<file path="src/rtl/pc_sequencer.sv">
// Program-counter sequencer: owns the PC, performs reset/NMI/IRQ vector fetch,
// single-cycle increment, two-step absolute load and 6502-style relative branch.
module pc_sequencer #(
   parameter int              ADDR_W  = 16,
   parameter int              DATA_W  = 8,
   parameter int              PAGE_W  = 8,
   parameter logic [ADDR_W-1:0] VEC_NMI = 'hFFFA,
   parameter logic [ADDR_W-1:0] VEC_RST = 'hFFFC,
   parameter logic [ADDR_W-1:0] VEC_IRQ = 'hFFFE
) (
   input  logic              clk,
   input  logic              rst,
   input  logic              cmd_valid,
   output logic              cmd_ready,
   input  logic [2:0]        cmd_op,
   input  logic [DATA_W-1:0] cmd_data,
   input  logic [DATA_W-1:0] data_in,
   output logic [ADDR_W-1:0] pc,
   output logic [ADDR_W-1:0] bus_addr,
   output logic              busy,
   output logic              page_cross
);
   localparam int HI_W = ADDR_W - PAGE_W;

   typedef enum logic [1:0] {VEC_L, VEC_H, IDLE, BR_FIX} state_t;

   localparam logic [2:0] OP_INC    = 3'd1;
   localparam logic [2:0] OP_LOAD_L = 3'd2;
   localparam logic [2:0] OP_LOAD_H = 3'd3;
   localparam logic [2:0] OP_BRANCH = 3'd4;
   localparam logic [2:0] OP_VECTOR = 3'd5;

   state_t            state_q, state_d;
   logic [ADDR_W-1:0] pc_q, pc_d;
   logic [ADDR_W-1:0] vec_addr_q, vec_addr_d;
   logic [DATA_W-1:0] temp_q, temp_d;
   logic              dir_q, dir_d;
   logic              cmd_ready_q, busy_q, page_cross_q;

   logic [PAGE_W-1:0] off_lo;
   logic [PAGE_W:0]   low_sum;
   logic              off_neg, crossed;
   logic [HI_W-1:0]   pc_hi;

   always_comb begin
      state_d    = state_q;
      pc_d       = pc_q;
      vec_addr_d = vec_addr_q;
      temp_d     = temp_q;
      dir_d      = dir_q;
      bus_addr   = pc_q;
      pc_hi      = pc_q[ADDR_W-1:PAGE_W];

      // Low-page add; a borrow for a negative offset shows up as a missing carry.
      off_lo  = PAGE_W'($signed(cmd_data));
      off_neg = cmd_data[DATA_W-1];
      low_sum = {1'b0, pc_q[PAGE_W-1:0]} + {1'b0, off_lo};
      crossed = off_neg ? ~low_sum[PAGE_W] : low_sum[PAGE_W];

      case (state_q)
         VEC_L: begin
            bus_addr = vec_addr_q;
            temp_d   = data_in;
            state_d  = VEC_H;
         end
         VEC_H: begin
            bus_addr = vec_addr_q + ADDR_W'(1);
            pc_d     = ADDR_W'({data_in, temp_q});
            state_d  = IDLE;
         end
         BR_FIX: begin
            pc_d    = {(dir_q ? pc_hi - HI_W'(1) : pc_hi + HI_W'(1)), pc_q[PAGE_W-1:0]};
            state_d = IDLE;
         end
         default: begin
            if (cmd_valid) begin
               case (cmd_op)
                  OP_INC:    pc_d = pc_q + ADDR_W'(1);
                  OP_LOAD_L: temp_d = cmd_data;
                  OP_LOAD_H: pc_d = ADDR_W'({cmd_data, temp_q});
                  OP_BRANCH: begin
                     pc_d = {pc_hi, low_sum[PAGE_W-1:0]};
                     if (crossed) begin
                        dir_d   = off_neg;
                        state_d = BR_FIX;
                     end
                  end
                  OP_VECTOR: begin
                     case (cmd_data[1:0])
                        2'd0:    vec_addr_d = VEC_NMI;
                        2'd2:    vec_addr_d = VEC_IRQ;
                        default: vec_addr_d = VEC_RST;
                     endcase
                     state_d = VEC_L;
                  end
                  default: ;
               endcase
            end
         end
      endcase
   end

   always_ff @(posedge clk or negedge rst) begin
      if (!rst) begin
         state_q      <= VEC_L;
         pc_q         <= '0;
         vec_addr_q   <= VEC_RST;
         temp_q       <= '0;
         dir_q        <= 1'b0;
         cmd_ready_q  <= 1'b0;
         busy_q       <= 1'b1;
         page_cross_q <= 1'b0;
      end else begin
         state_q      <= state_d;
         pc_q         <= pc_d;
         vec_addr_q   <= vec_addr_d;
         temp_q       <= temp_d;
         dir_q        <= dir_d;
         cmd_ready_q  <= (state_d == IDLE);
         busy_q       <= (state_d != IDLE);
         page_cross_q <= (state_d == BR_FIX);
      end
   end

   assign pc         = pc_q;
   assign cmd_ready  = cmd_ready_q;
   assign busy       = busy_q;
   assign page_cross = page_cross_q;
endmodule

</file>
<file path="config.mk">
export PLATFORM = sky130hd
export DESIGN_NAME = pc_sequencer
export DESIGN_NICKNAME = d
export VERILOG_FILES = /design/src/rtl/pc_sequencer.sv
export SDC_FILE = /design/constraint.sdc
export NUM_CORES = 1
export LEC_CHECK = 0
export CAP_MARGIN = 20
export CORE_MARGIN = 2
export CORE_UTILIZATION = 30
export DETAILED_ROUTE_END_ITERATION = 10
export PLACE_DENSITY = 0.54
export SYNTH_ARGS = -nofsm -noshare
export SYNTH_HDL_FRONTEND = slang
export SYNTH_SLANG_ARGS = --single-unit
</file>
<file path="constraint.sdc">
create_clock -name clk -period 2.4 [get_ports clk]
set_input_delay 0.72 -clock clk [delete_from_list [all_inputs] [get_ports clk]]
set_output_delay 0.72 -clock clk [all_outputs]
set_load 0.02 [all_outputs]
</file>
### After elaboration in Yosys (flattened, before gate mapping)

Index checks and enable logic that the tools add are counted.

| word-level totals | value |
|---|---|
| word-level logic and storage cells | 60 |
| output and inout bits | 35 |
| flip-flop bits (word level) | 46 |
| input port bits | 22 |

| cells by class | value |
|---|---|
| bitwise gates (word level) | 5 |
| reductions and logical operators | 15 |
| add/subtract/negate cells | 5 |
| multiplexer cells | 14 |
| equal/unequal tests | 12 |

Operators with widths:

| operator | number |
|---|---|
| 16-bit one-hot mux with 3 select lines | 2 |
| 16-bit by 1-bit adder with 16-bit output (second input constant) | 2 |
| 16-bit one-hot mux with 2 select lines | 1 |
| 8-bit 2-to-1 mux | 3 |
| 16-bit 2-to-1 mux | 1 |
| 8-bit one-hot mux with 2 select lines | 1 |
| 4-bit AND reduction | 3 |
| 8-bit by 8-bit adder with 9-bit output | 1 |
| 8-bit by 1-bit adder with 8-bit output (second input constant) | 1 |
| 2-bit equality test (second input constant) | 4 |
| 2-bit one-hot mux with 2 select lines | 2 |
| 4-bit nonzero test | 2 |
| 8-bit by 1-bit subtractor with 8-bit output (second input constant) | 1 |
| 3-bit by 2-bit equality test with 1-bit output (second input constant) | 2 |
| 3-bit equality test (second input constant) | 2 |
| 3-bit one-hot mux with 2 select lines | 1 |
| 3-bit AND reduction | 2 |
| 2-bit nonzero test | 3 |
| 1-bit inverter | 5 |
| 2-bit zero test | 2 |
| 2-bit 2-to-1 mux | 2 |
| 3-bit by 1-bit equality test with 1-bit output (second input constant) | 1 |
| 3-bit != test (second input constant) | 1 |
| 3-bit nonzero test | 1 |
| other kinds (5) | 5 |

### Logic depth before layout (Yosys ltp)

| logic depth | value |
|---|---|
| depth in word-level cells | 8 |
| mapped depth | 9 |

### Worst setup path before layout

OpenSTA, ideal clock, no wires.

| path | value |
|---|---|
| path kind | input -> register |
| from | input cmd_data[0] |
| to | register state_q[0] |
| slack | 5 ps |
| cell stages on the path | 9 |
| path buffers | 0 |
| data arrival time | 2,243 ps |
| setup time | 152 ps |
| path through | ha_1 > inv_1 > fa_1 > inv_1 > a21oi_1 > o21bai_1 > a31oi_1 > o2111ai_1 > o221ai_1 |

| on the way | value |
|---|---|
| longest elaborated chain between the ends | 7 |

RTL lines:

| element | line | RTL |
|---|---|---|
| from (decl) | 16 | `input logic [DATA_W-1:0] cmd_data,` |
| 8-bit by 8-bit adder with 9-bit output * | 57 | `low_sum = {1'b0, pc_q[PAGE_W-1:0]} + {1'b0, off_lo};` |
| 1-bit inverter | 58 | `crossed = off_neg ? ~low_sum[PAGE_W] : low_sum[PAGE_W];` |
| 1-bit 2-to-1 mux * | 58 |  |
| 2-bit 2-to-1 mux * | 83 | `if (crossed) begin` |
| 2-bit one-hot mux with 2 select lines * | 77 | `case (cmd_op)` |
| 2-bit 2-to-1 mux * | 76 | `if (cmd_valid) begin` |
| 2-bit one-hot mux with 2 select lines * | 60 | `case (state_q)` |
| via state_d[0] | 33 | `state_t state_q, state_d;` |
| to (signal assigned) | 114 | `state_q <= state_d;` |
| to (decl) | 33 |  |

The timed path passes the listed nets; every way through them passes the cells marked *.
A chain may end at the register's enable or synchronous reset.

### Worst setup path after layout

| path | value |
|---|---|
| from | register pc_q[6] (netlist: pc[6]) |
| to | output bus_addr[6] |

| on the way | value |
|---|---|
| longest elaborated chain between the ends | 1 |

RTL lines:

| element | line | RTL |
|---|---|---|
| from (decl) | 34 | `logic [ADDR_W-1:0] pc_q, pc_d;` |
| from (signal assigned) | 115 | `pc_q <= pc_d;` |
| 16-bit one-hot mux with 2 select lines | 60 |  |
| to (decl) | 19 | `output logic [ADDR_W-1:0] bus_addr,` |

Every way passes these cells.

==> flow_summary.toml <==
[sta]
slew_headroom_pct = 62.0
fmax_mhz = 430
min_period_over_period_pct = 97.0
report.final.slew_viol_count = 0
fin_crit_ps = 2330
whs_ps = 511
final_hold_viol_count = 0
finalClockSkew_ps = 5.91
tightest_slew_ps = 569
fin_tns_setup_ps = 0
finalSetupViolCount = 0

[finish]
final_area_um2 = 3970
num_antenna_cells = 0
syn_to_final_growth_pct = 45.1
drive_above_1_share_pct = 21.2
mostFrequentLayoutCell = "buf_4"
fin_nets = 468
final_cell_mix = "buf_4 (57), clkdlybuf4s50_1 (48), dfrtp_1 (29), nand2_1 (28), nor2_1 (26)"

[route]
ant_nets = 0
drc = 0
vias_per_cell = 5.28
drt_first_pass_iters = 4
drt-initial-drc-count = 118
drt-total-wl_mm = 9.19
routedWlPerCell_um = 17.1
via_count = 2840

[status]
outcome = "finished clean"

[clock_tree]
clock_latency_ps = 290
cts_max_level = 2
cts_tree = "done"
cts-hold-fix-buffers = 0
cts_sinks = 32
ctsLongestPathBuffers = 2
cts_root_buf = "clkbuf_8"
cts_buffers = 5
clk_pin_slew_ps = 70

[global_routing]
grt_pass1_wl_mm = 15.0
antenna_found_initial = 0
grt_overflow = 0
grt_max_degree = 33
track_usage_pct = 19.2
grt_pass1_vias = 2903

[hold_path]
holdPathStages = 2
worst_hold_path.endpoint = "vec_addr_q[2]"
min_path_type = "reg2reg"
holdCritStartpoint = "vec_addr_q[2]"

[logic_synthesis]
yosysTopAreaCell = "dfrtp_1"
syn_inst = 320
asyncSetResetFlopFracSynth_pct = 100
syn_avg_cell_area_um2 = 8.54
syn_nets = 359
yosysUniqueCellTypes = 63
synth-seq-cells = 32
yosysSeqAreaShare_pct = 29.4
yosysWarnings = 0
netlist_area_um2 = 2730
synth_flop_cell = "dfrtp_1"
synthTopCellsByArea = "dfrtp_1 (27%), ha_1 (6.9%), a21oi_1 (4.9%)"
synth_top_area_share_pct = 27.5
synth_edf_count = 0

[place]
gp_congestion = 0.875
portBuffers = 56
hpwl_mm = 7.04
placement.cell_area_um2 = 3790

[floorplanning]
fp.dieW_um = 99.4
initial_core_util_pct = 31.2
coreArea_um2 = 8760
boundaryPins = 57
rows = 34
die-area_um2 = 9890
die_h_um = 99.4

[critical_path]
rrSetupSlack_ps = 240
reg2reg_to = "pc[15]"
crit_fanout = 7
r2r-start = "dir_q"
path_class = "reg2out"
cp-start-kind = "flip-flop"
reg2regPathDepth = 7
cp.arrival_ps = 1610
crit_path_end_kind = "output pin"
cp_data_required_time_ps = 1680

[power_and_ir_drop]
p_leak_nw = 1.74
vdd_drop_max_v = 0.000576
power.density_nw_per_um2 = 1340

[job]
maxCapViolCount = 0
-- worst max-delay path, cell delays in order, from the launching register on --
cell	delay (ps)
dfrtp_1	520
inv_1	110
nand2_1	80
clkdlybuf4s50_1	600
-- layout make-up --
type | count | area (um^2)
fillers | 872 | 4800
repair buffers | 114 | 1010
inverters | 13 | 48.8
flip-flops and latches | 32 | 805
clock buffers | 6 | 82.6
well taps | 108 | 135
clock inverters | 2 | 10.0
multi-input cells | 263 | 1880
-- state kept, by name, summed over array words and instances (netlist names) --
signal	count
state_q	2
temp_q	8
cmd_ready	1
page_cross	1
vec_addr_q	2
busy	1
dir_q	1
pc	16
-- repair_timing --
action / in CTS / in global routing
gates resized for setup: 9 / 14
endpoints found under the setup margin: 13 / 11
setup buffers: 3 / 1
pin swaps: 5 / 7
-- how the worst max path moves through the flow --
stage / from / to / slack, ps
3_5_place_dp: cmd_data[0] / state_q[0] / -600
5_1_grt: pc[2] / pc[15] / -4
3_3_place_gp: cmd_data[0] / state_q[0] / -540
2_1_floorplan: cmd_data[0] / state_q[0] / 5
6_report: pc[6] / bus_addr[6] / 70
4_1_cts: cmd_data[0] / state_q[0] / 7
-- stage by stage --
step / util, % / total power [W] / std cells / setup slack, ps
after CTS: 44.6 / 0.00527 / 537 / 7.45
after detailed placement: 43.2 / 0.00477 / 526 / -603
after global routing: 45.2 / 0.00575 / 538 / -4.34
after global placement: 43.2 / 0.00475 / 526 / -539
after floorplan: - / 0.00326 / 320 / 4.71
final: 45.2 / 0.00533 / 538 / 72.3
-- where the power goes --
part           leakage, nW  switching (W)  internal [W]  total (W)
Combinational         1.32        0.00192       0.00179    0.00371
Sequential           0.366       0.000370      0.000802    0.00117
Clock               0.0510       0.000218      0.000229   0.000447
-- cell families after synthesis --
family / share of synthesized area, %
DFF: 29.4
muxes: 4.40
AOI/OAI and AO/OA: 26.9
and+or+nand+nor: 21.9
buffers and inverters: 3.89
xor gates and xnor gates: 5.13
adders and majority gates: 8.33
-- synthesized netlist by cell type, types with 2 or more instances --
cell type	number
o21bai_1	3
a2bb2oi_1	2
a221oi_1	5
clkbuf_1	6
dfrtp_1	30
a22oi_1	6
a221o_1	3
a31oi_1	6
buf_2	4
a21oi_1	27
and3b_1	2
nor2b_1	2
o21ai_0	24
a21o_1	8
nor2_1	26
o31ai_1	3
xor2_1	5
nor3_1	6
fa_1	2
xnor2_1	11
o211ai_1	2
o21a_1	2
mux2i_1	12
ha_1	15
o21ai_1	2
inv_1	13
a211oi_1	2
o221ai_1	4
nand2_1	28
dfstp_2	2
or3_1	2
nand2b_1	13
a22o_1	3
nand3_1	8
nand3b_1	3
-- per-layer routing --
layer	vias to the layer above	global-route usage (%)	routed length, um
met4	0	4.32	107
met5	-	0	0
met2	78	32.4	4470
li1	1402	-	-
met3	10	2.81	391
met1	1350	26.1	4220
Note: power is estimated with default switching activity, not from simulation.
